===== config.mk =====
export PLATFORM = sky130hd
export DESIGN_NAME = apb_req_arbiter
export DESIGN_NICKNAME = d
export VERILOG_FILES = /design/src/rtl/apb_req_arbiter.sv
export SDC_FILE = /design/constraint.sdc
export NUM_CORES = 1
export LEC_CHECK = 0
export ABC_AREA = 1
export CORE_AREA = 2 2 157 159
export DETAILED_ROUTE_END_ITERATION = 7
export DIE_AREA = 0 0 159 161
export PLACE_DENSITY = 0.63
export SKIP_LAST_GASP = 1
export SYNTH_ARGS = -nofsm -noshare
export SYNTH_HDL_FRONTEND = slang
export SYNTH_SLANG_ARGS = --single-unit

===== constraint.sdc =====
create_clock -name PCLK -period 5.02 [get_ports PCLK]
set_input_delay 1.506 -clock PCLK [delete_from_list [all_inputs] [get_ports PCLK]]
set_output_delay 1.506 -clock PCLK [all_outputs]
set_load 0.05 [all_outputs]

===== src/rtl/apb_req_arbiter.sv =====
// ----------------------------------------------------------------------------
// apb_req_arbiter
//   Shares one APB master command port among NUM_REQ requesters. In IDLE a
//   round-robin search from ptr picks a winner. Its command is latched and
//   driven for one transfer: ISSUE, then SETUP, then ACCESS. The owner gets
//   a one-cycle done pulse when the slave reports ready.
//
//   Optional feature: define APB_ARB_ADDR_CHECK_EN to reject winners whose
//   address is outside 0x1000_0000..0x1000_4FFF. A rejected winner is
//   completed at once with done+err and rdata=0, and no transfer is issued.
//   When the macro is undefined, err is constant 0.
//
// Ports
//   PCLK, PRESET          clock, asynchronous active-high reset
//   req[NUM_REQ]          request level, held until that requester's done
//   req_write[NUM_REQ]    1 = write, 0 = read
//   req_addr/req_wdata    NUM_REQ x 32, requester i in [32i+31:32i]
//   gnt[NUM_REQ]          one-hot current owner
//   done[NUM_REQ]         one-cycle completion pulse
//   err                   error flag, valid with any done bit
//   rdata[31:0]           read data, valid with done, held otherwise
//   m_transfer/m_write/m_addr/m_wdata -> APB master command
//   m_ready/m_rdata       <- APB master completion
// ----------------------------------------------------------------------------
module apb_req_arbiter #(
  parameter int NUM_REQ = 4
) (
  input  logic                   PCLK,
  input  logic                   PRESET,
  input  logic [NUM_REQ-1:0]     req,
  input  logic [NUM_REQ-1:0]     req_write,
  input  logic [NUM_REQ*32-1:0]  req_addr,
  input  logic [NUM_REQ*32-1:0]  req_wdata,
  output logic [NUM_REQ-1:0]     gnt,
  output logic [NUM_REQ-1:0]     done,
  output logic                   err,
  output logic [31:0]            rdata,
  output logic                   m_transfer,
  output logic                   m_write,
  output logic [31:0]            m_addr,
  output logic [31:0]            m_wdata,
  input  logic                   m_ready,
  input  logic [31:0]            m_rdata
);

  localparam int PW = (NUM_REQ > 1) ? $clog2(NUM_REQ) : 1;

  typedef enum logic [1:0] {IDLE, ISSUE, SETUP, ACCESS} state_t;

  typedef struct packed {
    logic        write;
    logic [31:0] addr;
    logic [31:0] wdata;
  } cmd_t;

  state_t             state_q, state_d;
  logic [PW-1:0]      ptr_q, ptr_d;
  logic [PW-1:0]      win_q, win_d;
  logic [NUM_REQ-1:0] gnt_q, gnt_d;
  logic [NUM_REQ-1:0] done_q, done_d;
  logic               err_q, err_d;
  logic [31:0]        rdata_q, rdata_d;
  cmd_t               cmd_q, cmd_d;

  cmd_t               req_cmd [NUM_REQ];
  logic [NUM_REQ-1:0] elig;
  logic               pick_vld;
  logic [PW-1:0]      pick_idx;
  logic [PW-1:0]      cand;
  logic               addr_bad;

  function automatic logic [PW-1:0] ptr_next(input logic [PW-1:0] i);
    if (int'(i) == NUM_REQ - 1) return '0;
    return i + 1'b1;
  endfunction

  // Unpack the flat command buses into per-requester records.
  always_comb begin
    for (int i = 0; i < NUM_REQ; i++) begin
      req_cmd[i].write = req_write[i];
      req_cmd[i].addr  = req_addr[32*i +: 32];
      req_cmd[i].wdata = req_wdata[32*i +: 32];
    end
  end

  // Round-robin search starting at ptr. A requester whose done pulse is
  // showing this cycle has not yet dropped req, so it is masked out here.
  always_comb begin
    elig     = req & ~done_q;
    pick_vld = 1'b0;
    pick_idx = '0;
    cand     = '0;
    for (int k = 0; k < NUM_REQ; k++) begin
      cand = PW'((int'(ptr_q) + k) % NUM_REQ);
      if (!pick_vld && elig[cand]) begin
        pick_vld = 1'b1;
        pick_idx = cand;
      end
    end
  end

`ifdef APB_ARB_ADDR_CHECK_EN
  function automatic logic in_range(input logic [31:0] a);
    return (a >= 32'h1000_0000) && (a <= 32'h1000_4FFF);
  endfunction

  assign addr_bad = !in_range(req_cmd[pick_idx].addr);
`else
  assign addr_bad = 1'b0;
`endif

  always_comb begin
    state_d = state_q;
    ptr_d   = ptr_q;
    win_d   = win_q;
    gnt_d   = gnt_q;
    done_d  = '0;
    err_d   = 1'b0;
    rdata_d = rdata_q;
    cmd_d   = cmd_q;
    case (state_q)
      IDLE: begin
        if (pick_vld) begin
          if (addr_bad) begin
            // Rejected without touching the master port; the latched command
            // from the previous grant stays on m_* untouched.
            done_d  = NUM_REQ'(1) << pick_idx;
            err_d   = 1'b1;
            rdata_d = '0;
            ptr_d   = ptr_next(pick_idx);
          end else begin
            win_d   = pick_idx;
            cmd_d   = req_cmd[pick_idx];
            gnt_d   = NUM_REQ'(1) << pick_idx;
            state_d = ISSUE;
          end
        end
      end
      ISSUE:  state_d = SETUP;
      // The master is still in its setup phase; a ready here is meaningless.
      SETUP:  state_d = ACCESS;
      ACCESS: begin
        if (m_ready) begin
          rdata_d = m_rdata;
          done_d  = gnt_q;
          gnt_d   = '0;
          ptr_d   = ptr_next(win_q);
          state_d = IDLE;
        end
      end
      default: state_d = IDLE;
    endcase
  end

  always_ff @(posedge PCLK or posedge PRESET) begin
    if (PRESET) begin
      state_q <= IDLE;
      ptr_q   <= '0;
      win_q   <= '0;
      gnt_q   <= '0;
      done_q  <= '0;
      err_q   <= 1'b0;
      rdata_q <= '0;
      cmd_q   <= '0;
    end else begin
      state_q <= state_d;
      ptr_q   <= ptr_d;
      win_q   <= win_d;
      gnt_q   <= gnt_d;
      done_q  <= done_d;
      err_q   <= err_d;
      rdata_q <= rdata_d;
      cmd_q   <= cmd_d;
    end
  end

  assign gnt        = gnt_q;
  assign done       = done_q;
  assign err        = err_q;
  assign rdata      = rdata_q;
  assign m_transfer = (state_q == ISSUE);
  assign m_write    = cmd_q.write;
  assign m_addr     = cmd_q.addr;
  assign m_wdata    = cmd_q.wdata;

endmodule


==> reports/results.ini, run 1 <==
[layout]
num-fill-cells=2443
final_design_area_no_fill_um2=11800
seqCellArea_um2=2780
layout_commonest_cell=nand2_1
final_layout_size_suffix_gt1_share_pct=5.19
fin_util_pct=49.2
layout_common_cells=690 x nand2_1, 404 x clkdlybuf4s50_1, 145 x nand3_1
finalNetCount=1765
multi_input_comb_area_um2=3980
area_growth_pct=63.2
fin_cells=1792

[synth]
synth_fa_ha_area_share_pct=1.04
yosys_warnings=0
postSynthCellCount=1110
synth-seq-cells=111
synthMuxAreaShare_pct=4.99
synth_compound_area_share_pct=0.969
synth-simple-area-share_pct=47.7
synth_area_um2=7230
avgSynthCellArea_um2=6.51
synth_top_family_by_area=simple AND/OR/NAND/NOR gates
seq_area_frac_synth_pct=38.4
synth-xor-area-share_pct=0
synthesis.nets=1415
ys_types=26

[clocking]
ctsHoldBuffers=0
cts-root-buf=clkbuf_16
clk_path_buf_depth=2
cts_resized=0
clk_transition_reported_paths_ns=0.08
cts-htree-levels=3
clock_sinks=111
clkLatencyLatePin_ns=0.36
cts_tree=built
cts_setup_buffers=0
cts_buffers=9

[floorplan]
die_area_um2=25600
fp.dieW_um=159
die_y_um=161
core_area_um2=24000
fp-row-count=57
initial_core_util_pct=30.2
boundaryPins=406

[power_and_ir_drop]
power.total_mw=9.05
p_leak_nw=5.90
p_per_area_nw_per_um2=767
irDropWorstVdd_mv=0.706

[drt]
drc_errors=0
drt_iter0_drc=392
ant_nets=0
viasPerCell=4.66
wl_per_cell_um=15.9
dr.pass1.iters=4
wl_um=28500
num_vias=8346

[placed_design]
dpl.cell_count=1773
portBuffers=404
dpl.hpwl_um=20200
gp_congestion=0.850
placed_area_um2=11500
preCtsSetupSlack_ns=1.07

[global_route]
antenna_found_initial=3
gr-usage-all-layers_pct=21.9
use_met2_pct=37.5
grt_pass1_vias=8105
grt.busiest_layer=met2
grt_max_degree=133
overflow=0
grt_pass1_wl_um=44600
grt.met3_usage_pct=5.83
use_met1_pct=27.1

[timing]
finalSetupTns_ns=0
finalHoldViolCount=0
fmax_ghz=0.279
worst_pin_slew_ns=0.850
rsz0062_at_grt=false
min_period_ns=3.59
fin_worst_skew_ns=0.0136
finalHoldWorstSlack_ns=0.480
slew-limit-headroom_pct=43.3
setup_viol=0
slew_violations=0
layout_setup_ws_ns=1.43
period_share_pct=71.4

[run_status]
status=complete, no violations

[setup_path]
end_kind=flip-flop
cp_cell_sequence=clkdlybuf4s50_1 > nand3_1 > nand2_1 > nand2_1 > nand2_1 > nor2_2 > nand2_2 > nor2_4 > nor2_4 > buf_4 > nand2_1 > nand2_1 > nand2_1 > nand2_1
cp_max_fo=68
worst_ep_required_time_ns=5.31
critPathMaxStageDelay_ns=0.67
setup.worst_path.start_class=input port
crit_type=input port to flip-flop
crit_path_frequent_cell=nand2_1
cp_slowest_cell=buf_4
worst_ep_arrival_time_ns=3.88

[worst_hold_path]
min_path_type=flip-flop to flip-flop

[flow_run]
drv_cap=0

[where the power goes]
part / total, mW / switching (mW) / internal (mW)
Sequential: 1.55 / 0.230 / 1.32
Combinational: 6.68 / 4.52 / 2.17
Clock: 0.824 / 0.374 / 0.450
[routing by layer]
layer,wire [um],vias to the layer above
li1,-,4158
met1,12000,3803
met2,13600,356
met3,2300,29
met4,561,0
met5,0,-
[cell type report]
class	instances	share of cell area (%)
Antenna cell	3	0.0636
Clock buffer	9	1.91
Clock inverter	7	0.965
Inverter	16	0.551
Multi-Input combinational cell	907	33.7
Sequential cell	111	23.5
Tap cell	324	3.44
Timing Repair Buffer	415	35.8
[critical path, delay by kind of cell]
family | cells | cell delay (ns)
simple gates | 12 | 1.16
buf+inv | 2 | 1.15
[synthesized netlist by cell type, drive strengths merged]
library cell  number  area (um2)
a21oi              4        23.8
buf               60         369
clkbuf            16        60.1
conb               1        3.75
dfrtp            111        2780
ha                 6        75.1
inv               16        62.6
mux2              32         360
nand2            695        2630
nand3            147         746
nand4              3        18.8
nor2              11        58.8
o21ai              7        38.8
o31ai              1        7.51
[flip-flops by register name (all words and copies together), names as in the netlist]
| register | flops |
|---|---|
| gnt | 4 |
| win_q | 2 |
| ptr_q | 2 |
| m_addr | 32 |
| rdata | 32 |
| done | 4 |
| m_write | 1 |
| state_q | 2 |
| m_wdata | 32 |
[cells by family (layout without fill, tap and decap cells)]
kind of cell	after synthesis	count (layout)
and+or+nand+nor	856	856
AOI/OAI and AO/OA	12	12
buffers and inverters	92	447
muxes	32	32
DFF	111	111
adders and majority gates	6	6
other	1	4
[final timing paths]
path,startpoint,to,slack (ns),cells after the start
max reg2reg,ptr_q[0],gnt[1],2.35,12
max in group asynchronous,PRESET,rdata[26],2.58,3
min,m_addr[5],m_addr[5],0.48,2
min reg2reg,m_addr[5],m_addr[5],0.48,2
min in group asynchronous,PRESET,rdata[14],1.59,2
max,req[1],m_wdata[1],1.43,14
(Power assumes the default switching activity.)
==> run 2, diff against run 1 <==
clock period = 3.3 ns   (was 5.02 ns; I/O delays follow)
==> reports/results.ini, run 2 (synthesis gave the netlist of run 1 again) <==
[setup_path]
worst_ep_required_time_ns=2.31
end_kind=output pin
cp_slowest_cell=clkdlybuf4s50_1
worst_ep_arrival_time_ns=1.87
setup.worst_path.start_class=flip-flop
critPathMaxStageDelay_ns=0.84
cp_max_fo=4
cp_cell_sequence=inv_1 > ha_1 > clkdlybuf4s50_1
critPathBufInv=2
critPathTopFamily=buffers and inverters
crit_type=flip-flop to output pin

[drt]
wl_met1_um=11900
viasPerCell=4.61
wl_um=27700
num_vias=8285
drc_errors=0
ant_nets=0
dr.max_layer_used=met4
wl_per_cell_um=15.4
met3_length_um=2160
wl_met2_um=12800
drt_iter0_drc=434
dr.pass1.iters=4

[timing]
period_share_pct=86.8
fmax_ghz=0.349
slew-limit-headroom_pct=54.4
slew_violations=0
finalSetupTns_ns=0
finalHoldViolCount=0
finalHoldWorstSlack_ns=0.476
setup_viol=0
worst_pin_slew_ns=0.685
layout_setup_ws_ns=0.437
fin_worst_skew_ns=0.00998
rsz0062_at_grt=false
min_period_ns=2.86

[global_route]
grt_max_degree=82
grt_pass1_wl_um=44500
grt_pass1_vias=8116
overflow=0
gr-usage-all-layers_pct=21.6
antenna_found_initial=0

[layout]
finalNetCount=1775
n_antenna_cell=0
layout_commonest_cell=nand2_1
final_design_area_no_fill_um2=11900
fin_cells=1799
area_growth_pct=64.7
final_layout_size_suffix_gt1_share_pct=5.83
layout_common_cells=690 x nand2_1, 404 x clkdlybuf4s50_1, 145 x nand3_1

[clocking]
clk_transition_reported_paths_ns=0.07
cts_setup_buffers=0
clock_sinks=111
clk_path_buf_depth=2
cts_resized=0
ctsHoldBuffers=0
cts-htree-levels=3
cts_tree=built
cts_buffers=9
clkLatencyLatePin_ns=0.35
cts-root-buf=clkbuf_16

[placed_design]
gp_congestion=0.845
preCtsSetupSlack_ns=0.171
dpl.hpwl_um=20400
dpl.cell_count=1783
portBuffers=404
placed_area_um2=11600

[worst_hold_path]
min_path_type=flip-flop to flip-flop

[floorplan]
fp-row-count=57
fp.dieW_um=159
die_y_um=161
initial_core_util_pct=30.2
boundaryPins=406
die_area_um2=25600
core_area_um2=24000

[power_and_ir_drop]
p_per_area_nw_per_um2=1180
p_clk_share_pct=7.8
swShare_pct=56.3
net-switching-power_mw=7.88
p_seq_share_pct=16.9
pwr-share-comb_pct=75.3
irDropWorstVdd_mv=0.937
p_leak_nw=5.96
intPower_mw=6.11

[run_status]
status=complete, no violations

[flow_run]
drv_cap=0

run 2: cell count changes in the layout (fill, tap and decap cells not counted), sizes merged:
cell,delta
bufinv,-2
diode,-3
clkinvlp,+1
buf,+10
inv,+1
run 2: power groups by stage:
stage          Combinational (mW)  Clock (mW)  Sequential [mW]
2_1_floorplan                5.40           0             4.31
5_1_grt                      11.7        1.18             2.44
4_1_cts                      10.6        1.14             2.37
3_3_place_gp                 10.6           0             2.38
6_report                     10.5        1.09             2.37
3_5_place_dp                 10.6           0             2.39
run 2: worst paths after layout:
path	end	start	slack, ns	cells after the start
max in group asynchronous	m_wdata[1]	PRESET	1.58	3
setup reg to reg	m_addr[11]	ptr_q[0]	0.93	16
min in group asynchronous	rdata[20]	PRESET	1.09	3
setup / recovery	m_transfer	state_q[1]	0.44	3
hold reg to reg	m_addr[9]	m_addr[9]	0.48	2
hold / removal	m_addr[9]	m_addr[9]	0.48	2
run 2: final cells by class:
| type | count | area (um2) |
|---|---|---|
| Tap cell | 324 | 405 |
| Clock inverter | 7 | 62.6 |
| Fill cell | 2511 | 12100 |
| Inverter | 16 | 66.3 |
| Multi-Input combinational cell | 907 | 3980 |
| Clock buffer | 9 | 225 |
| Sequential cell | 111 | 2780 |
| Timing Repair Buffer | 425 | 4390 |
run 2: worst register-to-register path: cells and delay by family, from the launching register on:
kind	cells	cell delay, ns
DFF	1	0.62
buffers and inverters	3	0.49
AOI/OAI and AO/OA	1	0.25
and+or+nand+nor	12	0.97
run 2: through the flow:
stage                     utilization (%)  total power, mW
final                                49.7             14.0
after global routing                 49.7             15.3
after CTS                            49.7             14.2
after detailed placement             48.5             13.0
after global placement               48.5             12.9
after floorplan                         -             9.71
run 2: per-layer routing:
layer,GRT usage (%),vias up
met4,7.64,0
li1,-,4181
met2,36.0,349
met1,27.1,3715
met3,5.65,40
met5,0,-
==> run 3, diff against run 2 <==
TNS_END_PERCENT = 100   (was default)
==> results of run 3 <==
The final DEF is identical to that of run 2; final timing and power are the same.
